`src/rtl/divider_radix4_quotient_pkg.sv`:
```
// Shared constants and types for the radix-4 restoring divider.
// Provides the default operand width, the derived iteration count,
// the FSM state encoding and the iteration-counter width helper.
package divider_pkg;

  // Default operand / quotient / remainder width (must be even)
  localparam int DEF_DIV_SIZE = 110;

  // Default iteration count: two quotient bits retired per step
  localparam int DEF_N_ITER = DEF_DIV_SIZE / 2;

  // Controller states: idle waiting for en, or iterating
  typedef enum logic {
    IDLE = 1'b0,
    ITER = 1'b1
  } state_t;

  // Width of a counter that must hold 0..n-1 (never narrower than 1 bit)
  function automatic int cnt_width(input int n);
    int w;
    w = (n > 1) ? $clog2(n) : 1;
    return w;
  endfunction

  localparam int DEF_CNT_W = cnt_width(DEF_N_ITER);

endpackage

```
`src/rtl/divider_radix4_quotient_digit_select.sv`:
```
// Radix-4 digit selection: picks k in 0..3 as the largest k with k*D1 <= T
// and returns the partial remainder T - k*D1. Purely combinational, so the
// compare/subtract chain can be timed and tested on its own.
module radix4_digit_select
  import divider_pkg::*;
#(
  parameter int W = DEF_DIV_SIZE
) (
  input  logic [W+1:0] i_t,
  input  logic [W+1:0] i_d1,
  input  logic [W+1:0] i_d3,
  output logic [1:0]   o_k,
  output logic [W-1:0] o_rem
);

  // 2*D1 fits in W+2 bits because D1 < 2^W
  logic [W+1:0] w_d2;
  logic [W+1:0] w_sub;
  logic         w_ge3;
  logic         w_ge2;
  logic         w_ge1;

  assign w_d2  = i_d1 << 1;
  assign w_ge3 = (i_t >= i_d3);
  assign w_ge2 = (i_t >= w_d2);
  assign w_ge1 = (i_t >= i_d1);

  // Priority compare: highest multiple that does not exceed T wins
  always_comb begin
    o_k   = 2'd0;
    w_sub = '0;
    if (w_ge3) begin
      o_k   = 2'd3;
      w_sub = i_d3;
    end else if (w_ge2) begin
      o_k   = 2'd2;
      w_sub = w_d2;
    end else if (w_ge1) begin
      o_k   = 2'd1;
      w_sub = i_d1;
    end
  end

  // Remainder stays below D1 < 2^W, so the top two difference bits are always zero
  assign o_rem = W'(i_t - w_sub);

endmodule

```
`src/rtl/divider_radix4_quotient.sv`:
```
// Sequential radix-4 restoring divider: q = floor(a/b), r = a mod b.
// Latency: en accepted at edge 0 -> done pulse after edge N_ITER.
// en is ignored while busy; results held until the next completion.
module divider_radix4_quotient
  import divider_pkg::*;
#(
  parameter int DIV_SIZE = DEF_DIV_SIZE
) (
  input  logic                clk,
  input  logic                rst,
  input  logic                en,
  input  logic [DIV_SIZE-1:0] a,
  input  logic [DIV_SIZE-1:0] b,
  output logic [DIV_SIZE-1:0] q,
  output logic [DIV_SIZE-1:0] r,
  output logic                busy,
  output logic                done,
  output logic                div_zero
);

  localparam int N_ITER = DIV_SIZE / 2;
  localparam int CNT_W  = cnt_width(N_ITER);
  localparam logic [CNT_W-1:0] LAST_CNT = CNT_W'(N_ITER - 1);

  // Controller and working registers
  state_t              r_state;
  logic [CNT_W-1:0]    r_cnt;
  logic [DIV_SIZE-1:0] r_qw;    // dividend shifting out, quotient shifting in
  logic [DIV_SIZE-1:0] r_rem;   // partial remainder, always < D1
  logic [DIV_SIZE+1:0] r_d1;    // divisor copy
  logic [DIV_SIZE+1:0] r_d3;    // 3 * divisor, precomputed at accept
  logic                r_dz;    // divisor was zero

  // Datapath wires
  logic [DIV_SIZE+1:0] w_t;
  logic [1:0]          w_k;
  logic [DIV_SIZE-1:0] w_rem_next;
  logic [DIV_SIZE-1:0] w_qw_next;
  logic [DIV_SIZE+1:0] w_b_ext;
  logic [DIV_SIZE+1:0] w_b3;

  // Bring the next two dividend bits down into the remainder
  assign w_t       = {r_rem, r_qw[DIV_SIZE-1 -: 2]};
  assign w_qw_next = {r_qw[DIV_SIZE-3:0], w_k};

  // 3*b built as b + 2b at the full W+2 width so it cannot overflow
  assign w_b_ext = {2'b00, b};
  assign w_b3    = w_b_ext + {1'b0, b, 1'b0};

  radix4_digit_select #(
    .W (DIV_SIZE)
  ) u_digit_select (
    .i_t   (w_t),
    .i_d1  (r_d1),
    .i_d3  (r_d3),
    .o_k   (w_k),
    .o_rem (w_rem_next)
  );

  // Controller FSM with registered results; done/busy/q/r all updated here
  always_ff @(posedge clk or posedge rst) begin
    if (rst) begin
      r_state  <= IDLE;
      r_cnt    <= '0;
      r_qw     <= '0;
      r_rem    <= '0;
      r_d1     <= '0;
      r_d3     <= '0;
      r_dz     <= 1'b0;
      q        <= '0;
      r        <= '0;
      busy     <= 1'b0;
      done     <= 1'b0;
      div_zero <= 1'b0;
    end else begin
      // done is a single-cycle pulse unless re-asserted by the last step below
      done <= 1'b0;
      case (r_state)
        IDLE: begin
          if (en) begin
            r_qw    <= a;
            r_rem   <= '0;
            r_d1    <= w_b_ext;
            r_d3    <= w_b3;
            r_dz    <= (b == '0);
            r_cnt   <= '0;
            busy    <= 1'b1;
            r_state <= ITER;
          end
        end
        ITER: begin
          r_qw  <= w_qw_next;
          r_rem <= w_rem_next;
          r_cnt <= r_cnt + 1'b1;
          if (r_cnt == LAST_CNT) begin
            q        <= w_qw_next;
            r        <= w_rem_next;
            div_zero <= r_dz;
            done     <= 1'b1;
            busy     <= 1'b0;
            r_state  <= IDLE;
          end
        end
        default: r_state <= IDLE;
      endcase
    end
  end

endmodule

```
`config.mk`:
```
export PLATFORM = sky130hd
export DESIGN_NAME = divider_radix4_quotient
export DESIGN_NICKNAME = d
export VERILOG_FILES = /design/src/rtl/divider_radix4_quotient_pkg.sv /design/src/rtl/divider_radix4_quotient_digit_select.sv /design/src/rtl/divider_radix4_quotient.sv
export SDC_FILE = /design/constraint.sdc
export NUM_CORES = 2
export LEC_CHECK = 0
export BUFFER_PORTS_ARGS = -buffer_cell sky130_fd_sc_hd__buf_2
export CAP_MARGIN = 20
export CORE_MARGIN = 1.5
export CORE_UTILIZATION = 50
export CTS_CLUSTER_SIZE = 28
export DETAILED_ROUTE_END_ITERATION = 8
export PLACE_DENSITY = 0.68
export SYNTH_ARGS = -nofsm -noshare
export SYNTH_HDL_FRONTEND = slang
export SYNTH_HIERARCHICAL = 1
export SYNTH_SLANG_ARGS = --single-unit
```
`constraint.sdc`:
```
create_clock -name clk -period 29.2 [get_ports clk]
set_input_delay 2.92 -clock clk [delete_from_list [all_inputs] [get_ports clk]]
set_output_delay 2.92 -clock clk [all_outputs]
set_load 0.1 [all_outputs]
```
==> results_dict.tcl <==
set metrics [dict create \
    synth_edf_count 0 \
    port_buffers 445 \
    timing.fmax_ghz 0.111 \
    post_drt_wl_per_cell_um 22.8 \
    drv_cap 0 \
    critPathRequiredTime_ns 29.79 \
    status "complete, no violations" \
    grt_pass1_wl_um 259000 \
    fin_util_pct 56.5 \
    ys_seq_elements 672 \
    fin_nets 6937 \
    critPathTopFamily "compound AO/OA/AOI/OAI gates" \
    vias 45200 \
    synth-main-ff-cell "dfrtp_1" \
    crit_type "flop to flop" \
    tritoncts "built" \
    ant_nets 0 \
    rows 116 \
    area_delta_synth_final_pct 11.6 \
    track_usage_pct 32.5 \
    cts.sinks 672 \
    numCtsBuffers 81 \
    worst_pin_slew_ns 1.08 \
    fin_crit_ns 9.03 \
    cts_setup_buffers 0 \
    vias_per_cell 6.01 \
    clk_latency_ns 0.71 \
    grt_pass1_vias 43500 \
    cts_max_level 3 \
    ios 446 \
    rsz0062_at_grt "false" \
    max_stage_delay_ns 1.00 \
    drt_iter0_markers 3716 \
    setup_tns_ns 0 \
    dieWidth_um 322 \
    critPathMaxFanout 68 \
    die_y_um 322 \
    synth_area_per_cell_um2 8.68 \
    hold_buffers 0 \
    placed_cell_area_um2 53800 \
    cp-end-kind "flop" \
    yosysWarnings 6 \
    cts-resized-gates 0 \
    slew_viol_final 0 \
    crit_arrival_ns 9.62 \
    setup_viol_count_final 0 \
    yosysUniqueCellTypes 99 \
    fin_crit_sh_pct 30.9 \
    worst-path-buf-inv 1 \
    yosysTopAreaCell "dfrtp_1" \
    dieArea_um2 104000 \
    hold_path.class "flop to flop" \
    finalClockSkew_ns 0.0489 \
    syn_inst 5855 \
    drt_pass1_iterations 7 \
    postSynth.asyncResetShare_pct 100 \
    path_clk_slew_ns 0.06 \
    gr-total-overflow 0 \
    drive_gt1_share_pct 14.7 \
    initial_utilization_pct 50.6 \
    syn_area_um2 50800 \
    synth_commonest_cells "821 x nand2_1, 672 x dfrtp_1, 612 x ha_1" \
    relSlewSlack_pct 27.2 \
    fin_area_um2 56700 \
    synth_top_area_share_pct 33.1 \
    crit_path_start_kind "flop" \
    cpMaxStageDelayCell "o311ai_0" \
    drc 0 \
    place_congestion 0.998 \
    finalHoldViolCount 0 \
    cp_common_cell "o21ai_0" \
    synth_area_leaders "dfrtp_1 33%, ha_1 15%, nand2_1 6.1%" \
    fillers 9343 \
    antenna_found_initial 26 \
    coreArea_um2 100000 \
    clock-root-buffer "clkbuf_16" \
    drt-total-wl_um 172000 \
    yosysSeqAreaShare_pct 33.1 \
    grt_max_degree 186 \
    dp_hpwl_um 134000 \
    yosysMostFrequentCell "nand2_1" \
    cts_buffer_depth 3 \
]
[cells in the final DEF (no fill, tap or decap), drive strengths merged, types with 36 or more instances in the layout]
cell type and n:
nand2 821, o21ai 700, dfrtp 672, ha 612, buf 479, inv 410, a21oi 409, mux2 222
a21o 209, nand4 185, nor2 184, o211ai 136, xnor2 127, clkbuf 118, mux2i 114, xor2 82
a22o 77, nand2b 64, nand3 57, nor3 56, o21bai 51, nor2b 37, a211oi 36
[metrics by stage]
stage               setup WS, ns  hold WS, ns  instances
CTS                        20.48        0.490       7523
global route               19.92        0.510       7525
detailed placement         20.53        0.476       7374
global placement           19.76        0.469       7371
finish                     20.17        0.491       7528
floorplan                   7.44        0.444       5856
[path summary, 6_finish.rpt]
check | end | slack, ns | depth (start not counted) | startpoint
hold reg to reg | r_d3[111] | 0.49 | 2 | r_d3[111]
min in group asynchronous | r[13] | 2.32 | 2 | rst
setup / recovery | r[109] | 20.17 | 26 | r_rem[59]
setup reg to reg | r[109] | 20.17 | 26 | r_rem[59]
hold / removal | r_d3[111] | 0.49 | 2 | r_d3[111]
max in group asynchronous | r_state | 24.61 | 4 | rst
[worst reg2reg max path, delay by kind of cell, from the launching register on]
family / cells / cell delay, ns
flip-flops: 1 / 0.45
multiplexers: 1 / 0.28
XOR/XNOR: 1 / 0.16
AO/OA/AOI/OAI: 14 / 4.93
buffers and inverters: 1 / 0.84
adder cells (fa/ha/maj): 2 / 0.81
AND/OR/NAND/NOR: 7 / 1.48
[final cells by class]
type | count | area (µm²) | share of cell area, %
Tap cell | 1357 | 1700 | 2.99
Multi-Input combinational cell | 4457 | 31200 | 55.1
Antenna cell | 5 | 12.5 | 0.0221
Timing Repair Buffer | 480 | 2540 | 4.47
Clock buffer | 118 | 2360 | 4.15
Inverter | 408 | 1540 | 2.71
Sequential cell | 672 | 16800 | 29.7
Clock inverter | 31 | 515 | 0.909
[state kept, by name (all words and copies together), names as in the netlist, 6 cells and up]
register,count
r_d3,112
q,110
r,110
r_qw,110
r_rem,110
r_d1,109
r_cnt,6
[kinds of logic (layout without fill, tap and decap cells)]
group,Yosys count,in the layout,synth area share (%)
AO/OA/AOI/OAI,1788,1788,21.8
AND/OR/NAND/NOR,1508,1508,13.7
buffers and inverters,727,1037,5.57
flip-flops,672,672,33.1
adder cells (fa/ha/maj),614,614,15.1
multiplexers,336,336,7.16
XOR/XNOR,209,209,3.60
other,1,7,0.00738
[routing by layer]
layer | global-route usage (%) | share of wire, % | wire (µm) | vias up
met1 | 42.2 | 42 | 72300 | 21800
met4 | 12.8 | 4.3 | 7470 | 32
met5 | 0 | 0.12 | 202 | -
li1 | - | - | - | 21400
met2 | 52.6 | 46 | 78700 | 1617
met3 | 6.99 | 7.6 | 13100 | 373
Power is not shown: default switching activity piles up to over one toggle a cycle in this logic, so the estimate is an artifact.
